### src/rtl/multicycle_control_fsm.sv
// Multi-cycle control sequencer for the MIPS-subset CPU: walks each instruction
// through fetch/decode/execute/memory/writeback and owns the unified memory port.
`timescale 1ns/1ps
module multicycle_control_fsm #(
  parameter int MEM_TIMEOUT = 16,
  parameter int TO_W        = 8
) (
  input  logic        clk,
  input  logic        rst_n,
  input  logic        run,
  input  logic [31:0] instr,
  input  logic        zero,
  input  logic        mem_ready,
  output logic        mem_req,
  output logic        mem_we,
  output logic        mem_addr_sel,
  output logic        ir_wr,
  output logic        pc_wr,
  output logic [1:0]  pc_src,
  output logic        reg_wr,
  output logic [1:0]  reg_dst,
  output logic        mem_to_reg,
  output logic        alu_src_a,
  output logic [1:0]  alu_src_b,
  output logic [2:0]  alu_ctrl,
  output logic [3:0]  state,
  output logic        retire,
  output logic        fault,
  output logic [1:0]  fault_code
);

  typedef enum logic [3:0] {
    S_FETCH    = 4'd0,
    S_DECODE   = 4'd1,
    S_EXEC_R   = 4'd2,
    S_WB_R     = 4'd3,
    S_EXEC_I   = 4'd4,
    S_WB_I     = 4'd5,
    S_MEM_ADDR = 4'd6,
    S_MEM_RD   = 4'd7,
    S_WB_MEM   = 4'd8,
    S_MEM_WR   = 4'd9,
    S_BRANCH   = 4'd10,
    S_JR       = 4'd11,
    S_JAL      = 4'd12,
    S_FAULT    = 4'd13
  } state_t;

  localparam logic [2:0]      ALU_ADD = 3'd0;
  localparam logic [2:0]      ALU_SUB = 3'd1;
  localparam logic [2:0]      ALU_SLT = 3'd3;
  localparam logic [TO_W-1:0] TO_LAST = TO_W'(MEM_TIMEOUT - 1);

  state_t          state_q, state_d;
  logic            pending_q, pending_d;
  logic [TO_W-1:0] to_q, to_d;
  logic [1:0]      fcode_q, fcode_d;

  logic [5:0] op, funct;
  logic [2:0] r_ctrl;
  logic       fetch_req;
  logic       to_hit;
  logic       unused_instr;

  assign op           = instr[31:26];
  assign funct        = instr[5:0];
  assign r_ctrl       = (funct == 6'b101010) ? ALU_SLT : ALU_ADD;
  assign fetch_req    = run | pending_q;
  assign to_hit       = (to_q == TO_LAST);
  assign unused_instr = ^instr[25:6];

  always_comb begin
    state_d      = state_q;
    pending_d    = 1'b0;
    to_d         = '0;
    fcode_d      = fcode_q;
    mem_req      = 1'b0;
    mem_we       = 1'b0;
    mem_addr_sel = 1'b0;
    ir_wr        = 1'b0;
    pc_wr        = 1'b0;
    pc_src       = 2'b00;
    reg_wr       = 1'b0;
    reg_dst      = 2'b00;
    mem_to_reg   = 1'b0;
    alu_src_a    = 1'b0;
    alu_src_b    = 2'b00;
    alu_ctrl     = ALU_ADD;
    retire       = 1'b0;
    fault        = 1'b0;
    fault_code   = 2'b00;
    state        = state_q;

    case (state_q)
      S_FETCH: begin
        mem_req   = fetch_req;
        alu_src_b = 2'b01;
        if (fetch_req) begin
          if (mem_ready) begin
            ir_wr   = 1'b1;
            pc_wr   = 1'b1;
            state_d = S_DECODE;
          end else if (to_hit) begin
            state_d = S_FAULT;
            fcode_d = 2'b10;
          end else begin
            pending_d = 1'b1;
            to_d      = to_q + 1'b1;
          end
        end
      end
      S_DECODE: begin
        alu_src_b = 2'b11;
        case (op)
          6'b000000: begin
            if (funct == 6'b100000 || funct == 6'b100001 || funct == 6'b101010) begin
              state_d = S_EXEC_R;
            end else if (funct == 6'b001000) begin
              state_d = S_JR;
            end else begin
              state_d = S_FAULT;
              fcode_d = 2'b01;
            end
          end
          6'b001000, 6'b001001: state_d = S_EXEC_I;
          6'b100011, 6'b101011: state_d = S_MEM_ADDR;
          6'b000100, 6'b000101: state_d = S_BRANCH;
          6'b000011:            state_d = S_JAL;
          default: begin
            state_d = S_FAULT;
            fcode_d = 2'b01;
          end
        endcase
      end
      S_EXEC_R: begin
        alu_src_a = 1'b1;
        alu_ctrl  = r_ctrl;
        state_d   = S_WB_R;
      end
      S_WB_R: begin
        reg_wr    = 1'b1;
        reg_dst   = 2'b01;
        retire    = 1'b1;
        alu_src_a = 1'b1;
        alu_ctrl  = r_ctrl;
        state_d   = S_FETCH;
      end
      S_EXEC_I: begin
        alu_src_a = 1'b1;
        alu_src_b = 2'b10;
        state_d   = S_WB_I;
      end
      S_WB_I: begin
        reg_wr  = 1'b1;
        retire  = 1'b1;
        state_d = S_FETCH;
      end
      S_MEM_ADDR: begin
        alu_src_a = 1'b1;
        alu_src_b = 2'b10;
        state_d   = (op == 6'b100011) ? S_MEM_RD : S_MEM_WR;
      end
      // Data accesses share the fetch wait-state counter and fault path
      S_MEM_RD, S_MEM_WR: begin
        mem_req      = 1'b1;
        mem_addr_sel = 1'b1;
        mem_we       = (state_q == S_MEM_WR);
        if (mem_ready) begin
          retire  = (state_q == S_MEM_WR);
          state_d = (state_q == S_MEM_WR) ? S_FETCH : S_WB_MEM;
        end else if (to_hit) begin
          state_d = S_FAULT;
          fcode_d = 2'b10;
        end else begin
          to_d = to_q + 1'b1;
        end
      end
      S_WB_MEM: begin
        reg_wr     = 1'b1;
        mem_to_reg = 1'b1;
        retire     = 1'b1;
        state_d    = S_FETCH;
      end
      S_BRANCH: begin
        alu_src_a = 1'b1;
        alu_ctrl  = ALU_SUB;
        pc_src    = 2'b01;
        pc_wr     = op[0] ? ~zero : zero;
        retire    = 1'b1;
        state_d   = S_FETCH;
      end
      S_JR: begin
        pc_wr   = 1'b1;
        pc_src  = 2'b11;
        retire  = 1'b1;
        state_d = S_FETCH;
      end
      S_JAL: begin
        reg_wr  = 1'b1;
        reg_dst = 2'b10;
        pc_wr   = 1'b1;
        pc_src  = 2'b10;
        retire  = 1'b1;
        state_d = S_FETCH;
      end
      S_FAULT: begin
        fault      = 1'b1;
        fault_code = fcode_q;
      end
      default: state_d = S_FETCH;
    endcase

    // Reset must silence the memory port at once, even though FETCH requests on run
    if (!rst_n) begin
      mem_req      = 1'b0;
      mem_we       = 1'b0;
      mem_addr_sel = 1'b0;
      ir_wr        = 1'b0;
      pc_wr        = 1'b0;
      pc_src       = 2'b00;
      reg_wr       = 1'b0;
      reg_dst      = 2'b00;
      mem_to_reg   = 1'b0;
      alu_src_a    = 1'b0;
      alu_src_b    = 2'b00;
      alu_ctrl     = ALU_ADD;
      retire       = 1'b0;
      fault        = 1'b0;
      fault_code   = 2'b00;
      state        = 4'd0;
    end
  end

  always_ff @(posedge clk or negedge rst_n) begin
    if (!rst_n) begin
      state_q   <= S_FETCH;
      pending_q <= 1'b0;
      to_q      <= '0;
      fcode_q   <= 2'b00;
    end else begin
      state_q   <= state_d;
      pending_q <= pending_d;
      to_q      <= to_d;
      fcode_q   <= fcode_d;
    end
  end

endmodule

### config.mk
export PLATFORM = sky130hd
export DESIGN_NAME = multicycle_control_fsm
export DESIGN_NICKNAME = d
export VERILOG_FILES = /design/src/rtl/multicycle_control_fsm.sv
export SDC_FILE = /design/constraint.sdc
export NUM_CORES = 1
export LEC_CHECK = 0
export CORE_ASPECT_RATIO = 1.5
export CORE_MARGIN = 5
export CORE_UTILIZATION = 40
export CTS_CLUSTER_SIZE = 28
export DETAILED_ROUTE_END_ITERATION = 8
export PLACE_DENSITY_LB_ADDON = 0.1
export SLEW_MARGIN = 10
export SYNTH_ARGS = -nofsm -noshare
export SYNTH_HDL_FRONTEND = slang
export SYNTH_SLANG_ARGS = --single-unit
### constraint.sdc
create_clock -name clk -period 3.5 [get_ports clk]
set_clock_uncertainty 0.15 [all_clocks]
set_input_delay 0.7 -clock clk [delete_from_list [all_inputs] [get_ports clk]]
set_output_delay 0.7 -clock clk [all_outputs]
set_load 0.005 [all_outputs]
# ---- Word-level counts from Yosys, hierarchy flattened
# Cells that the tools add are included.
dict set report op_classes {
  add_sub_neg 1
  multipliers 0
  n_div 0
  magnitude_cmp 0
  n_eq_ne 29
  n_shift 0
  n_mux 61
  bitwise 3
  n_reduce_logical 18
}
# cell n
set ops {}
lappend ops {{$mux 4} 8}
lappend ops {{$eq 6x6->1 const B} 5}
lappend ops {{$pmux 4 s7} 1}
lappend ops {{$mux 1} 25}
lappend ops {{$eq 4x4->1 const B} 6}
lappend ops {{$mux 8} 3}
lappend ops {{$mux 2} 11}
lappend ops {{$pmux 4 s5} 1}
lappend ops {{$eq 6x4->1 const B} 3}
lappend ops {{$pmux 2 s3} 3}
lappend ops {{$eq 4x3->1 const B} 4}
lappend ops {{$pmux 8 s2} 1}
lappend ops {{$reduce_or 2->1} 7}
lappend ops {{$eq 6x3->1 const B} 2}
lappend ops {{$pmux 2 s2} 3}
lappend ops {{$add 8x1->8 const B} 1}
lappend ops {{$eq 4x2->1 const B} 2}
lappend ops {{$eq 8x4->1 const B} 1}
lappend ops {{$reduce_or 7->1} 1}
lappend ops {{$eq 6x2->1 const B} 1}
lappend ops {{$logic_not 6->1} 1}
lappend ops {{$mux 3} 2}
lappend ops {{$ne 3x3->1 const B} 2}
lappend ops {{$reduce_or 6->1} 1}
lappend ops {{other kinds (13)} 17}
dict set report word_totals {
  regBits 15
  latchBits 0
  mem_bits_rw 0
  romBits 0
  inputBits 37
  out_inout_bits 25
  mem_count 0
}

# ---- Depth between registers and ports, before layout
# Gate-level depths: netlist (run 1).
dict set report depth {
  word_depth 6
  ltp_mapped 6
}

# ---- Worst setup path after synthesis (run 1)
# Ideal clock, no wire load.
dict set report synth_path {
  path_kind {input to output}
  start {in instr[0]}
  end {out alu_ctrl[0]}
  arrival_ps 1456
  slack_ps 1194
  path_stages 3
  path_buffers 0
  cell_sequence {nand4b_1 > or4_1 > a21oi_1}
}
dict set report synth_via {
  elab_chain_cells 4
}
# item line_no
set synth_lines {}
lappend synth_lines {{start, declared} 11} ;# input logic [31:0] instr,
lappend synth_lines {{$eq 6x6->1} 67} ;# assign r_ctrl = (funct == 6'b101010) ? ALU_SLT : ALU_ADD;
lappend synth_lines {{$mux 2} 67}
lappend synth_lines {{$pmux 2 s2} 94} ;# case (state_q)
lappend synth_lines {{$mux 3} 214} ;# if (!rst_n) begin
lappend synth_lines {{end, declared} 25} ;# output logic [2:0] alu_ctrl,
# No other way between the ends.

# ---- Worst setup path after layout (run 1)
dict set report layout_path {
  start {in instr[1]}
  end {out alu_ctrl[0]}
}
# The elaborated chain is that of the path after synthesis.

==> impl_metrics.py, run 1 <==
metrics = {
    "status": {
        "status": "completed",
    },
    "min_path": {
        "hold_end": "to_q[0]",
        "hold_class": "reg2reg",
        "worstHoldStart": "to_q[0]",
        "worst_hold_path.num_cells": 1,
    },
    "cts": {
        "cts_made_buffers": 3,
        "worstSkewPairLatency_ps": 240,
        "clock-root-buffer": "clkbuf_8",
        "cts_tree": "yes",
        "cts_hold_buf": 0,
        "cts_setup_buffers": 0,
        "clk_path_buf_depth": 2,
        "cts_sinks": 15,
        "cts_max_level": 1,
        "clk_pin_slew_ps": 50,
        "cts_resized": 0,
    },
    "worst_setup_path": {
        "r2r_end": "state_q[3]",
        "worst_setup_path_end_kind": "primary output",
        "r2r_cells": 5,
        "startpoint_type": "primary input",
        "cp.arrival_ps": 2560,
        "critPathKind": "in2out",
        "r2r_slack_ps": 1120,
        "cp.required_ps": 2650,
        "worst_r2r_startpoint": "state_q[0]",
        "worstPathMaxFanout": 5,
        "cp-startpoint": "instr[1]",
    },
    "pwr": {
        "p_total_uw": 817,
        "p_switching_uw": 339,
        "swShare": 0.415,
        "seqPwrFrac": 0.328,
        "p_per_area_mw_per_mm2": 447,
        "worst_ir_drop_vdd_v": 0.000203,
        "p_comb_frac": 0.508,
        "p_clk_frac": 0.165,
        "internal_power_uw": 478,
        "leakage_nw": 0.723,
    },
    "global_routing": {
        "grt_antenna_before_repair": 0,
        "grt_start_max_net_pins": 24,
        "gr-usage-all-layers": 0.172,
        "grt_pass1_vias": 1499,
        "gr-total-overflow": 0,
        "grt_pass1_wl_mm": 6.43,
    },
    "routing": {
        "vias": 1496,
        "drt_iter0_markers": 56,
        "routedWlPerCell_um": 14.4,
        "ant_nets": 0,
        "drt_wl_total_mm": 3.89,
        "firstDrtPassIters": 4,
        "post_drt_via_cell_ratio": 5.56,
        "drc": 0,
    },
    "synthesis": {
        "postSynthAreaPerCell_um2": 7.13,
        "ys_ff_latch": 15,
        "synthesis.nets": 228,
        "yosys_warnings": 0,
        "synth.yosys.seq_area_share": 0.277,
        "ys_types": 40,
        "synthCells": 190,
        "netlist_area_mm2": 0.00135,
    },
    "sta": {
        "timing.max_slew.rel_slack": 0.590,
        "fin_crit_ps": 3410,
        "slew_violations": 0,
        "worst_pin_slew_ps": 614,
        "setup_viol": 0,
        "finalSetupTns_ps": 0,
        "finalCritPeriodShare": 0.973,
        "hold_viol": 0,
        "fmax_ghz": 0.294,
        "grt_setup_unrepaired": "false",
        "hold-worst-slack_ps": 330,
        "fin_ws_ps": 94.8,
    },
    "placed_design": {
        "dp.cells": 265,
        "place_area_mm2": 0.00178,
        "post-dp-hpwl_mm": 3.14,
        "io_buffers": 40,
        "globalplace.congestion": 0.846,
        "place_ws_ps": 89.4,
    },
    "run": {
        "max-cap-violations": 0,
    },
    "layout": {
        "finish.utilization": 0.546,
        "final_nets": 266,
        "finish.instance_area_mm2": 0.00183,
        "antenna_cells": 0,
        "layout.cells.non_filler": 269,
        "drive_above_1_share": 0.0661,
        "syn_to_final_growth_pct": 35.0,
    },
    "die": {
        "dieArea_mm2": 0.00467,
        "die_w_um": 57.5,
        "die_y_um": 81.3,
        "rows": 26,
        "io_pins": 62,
        "start_util": 0.404,
        "core-area_mm2": 0.00335,
    },
}
power groups by stage:
| stage | logic, mW | registers (mW) | clock network (mW) |
|---|---|---|---|
| after floorplan | 0.315 | 0.212 | 0 |
| after global placement | 0.412 | 0.268 | 0 |
| after detailed placement | 0.416 | 0.269 | 0 |
| after CTS | 0.417 | 0.266 | 0.139 |
| after global routing | 0.463 | 0.276 | 0.144 |
| final | 0.415 | 0.268 | 0.134 |
state kept, by name (all words and copies together) (netlist names):
name / count
to_q: 8
state_q: 4
pending_q: 1
fcode_q: 2
routing by layer:
metal  up-vias  global-route usage  wire [um]
met5         -                   0          0
met4         0              0.0998        134
met3        12              0.0127        118
met2        39               0.335       2130
met1       703               0.175       1510
li1        742                   -          -
how the worst max path moves through the flow:
stage                  endpoint  slack, ps  cells past startpoint
floorplan           alu_ctrl[0]       1190                      3
global placement    alu_ctrl[0]        160                      5
detailed placement  alu_ctrl[0]         90                      5
CTS                 alu_ctrl[0]         80                      5
global route        alu_ctrl[0]         10                      5
finish              alu_ctrl[0]         90                      5
cell families after synthesis:
family | after synthesis | synth area share
compound gates | 41 | 0.181
flops | 15 | 0.277
fa+ha+maj | 1 | 0.00924
simple gates | 108 | 0.422
buf+inv | 16 | 0.0545
xor+xnor | 7 | 0.0453
other cells | 1 | 0.00277
mux | 1 | 0.00739
cell usage in the layout, fill, tap and decap left out, types with 3 or more instances in the layout:
master,count
nand3_1,5
nor4_1,3
clkbuf_8,3
nor2b_1,3
nand2b_1,6
dfrtp_1,15
buf_4,4
clkdlybuf4s50_1,40
nor3b_1,3
xnor2_1,4
nor3_1,7
and3_1,8
nand2_1,21
a21oi_1,13
inv_1,5
a211oi_1,3
xor2_1,3
and2_1,11
or2_2,3
a31oi_1,3
o21ai_0,11
nor2_1,26
o22ai_1,4
or4_1,3
cell type report:
type                       instances  area (um^2)
clock buffer                       3         41.3
clock inverter                     1         5.00
fill                             335         1520
inverter                           5         18.8
multi-input combinational        159          905
sequential                        15          375
tap                               42         52.6
timing repair buffer              44          430
cell usage after synthesis:
cell       n  area [um^2]
nor2_1    26         97.6
nand2_1   21         78.8
dfrtp_1   15          375
a21oi_1   13         65.1
and2_1    11         68.8
o21ai_0   11         55.1
and3_1     8         50.1
clkbuf_1   7         26.3
nor3_1     7         35.0
nand2b_1   6         37.5
inv_1      5         18.8
nand3_1    5         25.0
o22ai_1    4         25.0
xnor2_1    4         35.0
a211oi_1   3         22.5
a31oi_1    3         18.8
nor2b_1    3         18.8
nor3b_1    3         22.5
nor4_1     3         18.8
or2_2      3         18.8
or4_1      3         22.5
xor2_1     3         26.3
a32oi_1    2         17.5
buf_2      2         10.0
nand3b_1   2         15.0
nand4b_1   2         17.5
or3_1      2         12.5
a21o_1     1         7.51
a31o_2     1         8.76
a41oi_1    1         8.76
buf_4      1         7.51
buf_6      1         11.3
conb_1     1         3.75
ha_1       1         12.5
mux2i_1    1         10.0
o21a_1     1         7.51
o22a_1     1         8.76
or3b_2     1         8.76
or4b_2     1         10.0
or4b_4     1         13.8
worst max-delay path, cell delays in order:
cell	delay [ps]
clkdlybuf4s50_1	550
nand4b_1	140
or4_1	450
a21oi_1	180
clkdlybuf4s50_1	530
No activity file was read; power rests on OpenSTA's default activity.
==> run 2: changes to the inputs <==
==> constraint.sdc (replaced) <==
create_clock -name clk -period 4.01 [get_ports clk]
set_clock_uncertainty 0.15 [all_clocks]
set_input_delay 0.802 -clock clk [delete_from_list [all_inputs] [get_ports clk]]
set_output_delay 0.802 -clock clk [all_outputs]
set_load 0.005 [all_outputs]
==> impl_metrics.py, run 2 (synthesis results as in run 1) <==
metrics = {
    "placed_design": {
        "post-dp-hpwl_mm": 3.16,
        "globalplace.congestion": 0.823,
        "io_buffers": 40,
        "place_area_mm2": 0.00179,
    },
    "layout": {
        "finish.instance_area_mm2": 0.00184,
        "largest_register": "to_q",
        "antenna_cells": 0,
        "final_cell_mix": "clkdlybuf4s50_1 (40), nor2_1 (26), nand2_1 (21)",
        "layout_commonest_cell": "clkdlybuf4s50_1",
        "regArea_um2": 375,
        "multiInputGateArea_um2": 905,
        "final_nets": 267,
        "top_regs": "to_q x8, state_q x4, fcode_q x2",
        "largest_reg_flops": 8,
        "syn_to_final_growth_pct": 35.6,
        "nFillCells": 345,
        "drive_above_1_share": 0.0702,
    },
    "min_path": {
        "hold_class": "reg2reg",
        "worst_hold_path.num_cells": 1,
        "worstHoldStart": "to_q[0]",
        "hold_end": "to_q[0]",
    },
    "pwr": {
        "seqPwrFrac": 0.327,
        "leakage_nw": 0.727,
        "p_switching_uw": 298,
        "swShare": 0.417,
        "p_clk_frac": 0.166,
        "p_comb_frac": 0.506,
        "internal_power_uw": 417,
        "worst_ir_drop_vdd_v": 0.000234,
        "p_per_area_mw_per_mm2": 390,
    },
    "sta": {
        "fin_crit_ps": 3550,
        "slew_violations": 0,
        "fmax_ghz": 0.282,
        "timing.max_slew.rel_slack": 0.574,
        "finalCritPeriodShare": 0.885,
        "setup_viol": 0,
        "hold_viol": 0,
        "finalSetupTns_ps": 0,
        "grt_setup_unrepaired": "false",
        "worst_pin_slew_ps": 640,
    },
    "die": {
        "die_y_um": 81.3,
        "dieArea_mm2": 0.00467,
        "io_pins": 62,
        "start_util": 0.404,
        "core-area_mm2": 0.00335,
        "die_w_um": 57.5,
        "rows": 26,
    },
    "cts": {
        "clk_pin_slew_ps": 60,
        "cts_setup_buffers": 0,
        "worstSkewPairLatency_ps": 240,
        "cts_max_level": 1,
        "cts_tree": "yes",
        "cts_hold_buf": 0,
        "clock-root-buffer": "clkbuf_8",
        "cts_sinks": 15,
        "cts_resized": 0,
        "cts_made_buffers": 3,
        "clk_path_buf_depth": 2,
    },
    "status": {
        "status": "completed",
    },
    "global_routing": {
        "grt_start_max_net_pins": 24,
        "gr-usage-all-layers": 0.177,
        "gr-total-overflow": 0,
        "grt_pass1_wl_mm": 6.63,
        "grt_antenna_before_repair": 0,
        "grt_pass1_vias": 1486,
    },
    "routing": {
        "ant_nets": 0,
        "post_drt_via_cell_ratio": 5.51,
        "drt_iter0_markers": 59,
        "vias": 1489,
        "drt_wl_total_mm": 3.93,
        "drc": 0,
        "firstDrtPassIters": 4,
        "routedWlPerCell_um": 14.6,
    },
    "worst_setup_path": {
        "r2r_slack_ps": 1610,
        "cp.arrival_ps": 2600,
        "startpoint_type": "primary input",
        "r2r_cells": 5,
        "r2r_end": "state_q[3]",
        "critPathKind": "in2out",
        "worst_setup_path_end_kind": "primary output",
        "worstPathMaxFanout": 5,
        "worst_r2r_startpoint": "state_q[0]",
        "cp.required_ps": 3060,
    },
    "run": {
        "max-cap-violations": 0,
    },
}
==> run 2: cell types whose count changed in the layout (fill, tap and decap cells not counted), sizes merged <==
cell,delta
buf,+1
==> run 2: power groups by stage <==
stage,clock (mW),sequential [mW],combinational [mW]
2_1_floorplan,0,0.185,0.275
3_3_place_gp,0,0.234,0.359
3_5_place_dp,0,0.235,0.364
4_1_cts,0.123,0.232,0.364
5_1_grt,0.131,0.241,0.408
6_report,0.119,0.234,0.362
==> run 2: how the worst max path moves through the flow <==
stage	startpoint	to	slack, ps	cells past startpoint
finish	instr[1]	alu_ctrl[0]	460	5
global route	instr[1]	alu_ctrl[0]	390	5
CTS	instr[1]	alu_ctrl[0]	440	5
detailed placement	instr[1]	alu_ctrl[0]	450	5
global placement	instr[1]	alu_ctrl[0]	490	5
floorplan	instr[0]	alu_ctrl[0]	1500	3
==> run 2: area by class of cell <==
class	count	share of cell area
clock inverters	1	0.00273
multi-input cells	159	0.493
flip-flops and latches	15	0.204
repair buffers	45	0.239
well taps	42	0.0286
inverters	5	0.0102
clock buffers	3	0.0225
==> run 2: per-layer routing <==
metal / track usage / wire, um
met5: 0 / 0
met4: 0.0626 / 51
met3: 0.0191 / 185
met2: 0.352 / 2270
met1: 0.186 / 1430
==> run 2: worst max-delay path, cell delays in order <==
cell and delay, ps:
clkdlybuf4s50_1 530, nand4b_1 150, or4_1 430, a21oi_1 160
clkdlybuf4s50_1 520
==> run 2: stage by stage <==
stage	cells	utilization	power, mW	hold WS, ps	setup WS, ps
2_1_floorplan	190	-	0.460	283	1500
3_3_place_gp	266	0.534	0.594	298	494
3_5_place_dp	266	0.534	0.598	309	451
4_1_cts	270	0.548	0.719	317	437
5_1_grt	270	0.548	0.780	331	386
6_report	270	0.548	0.716	312	460
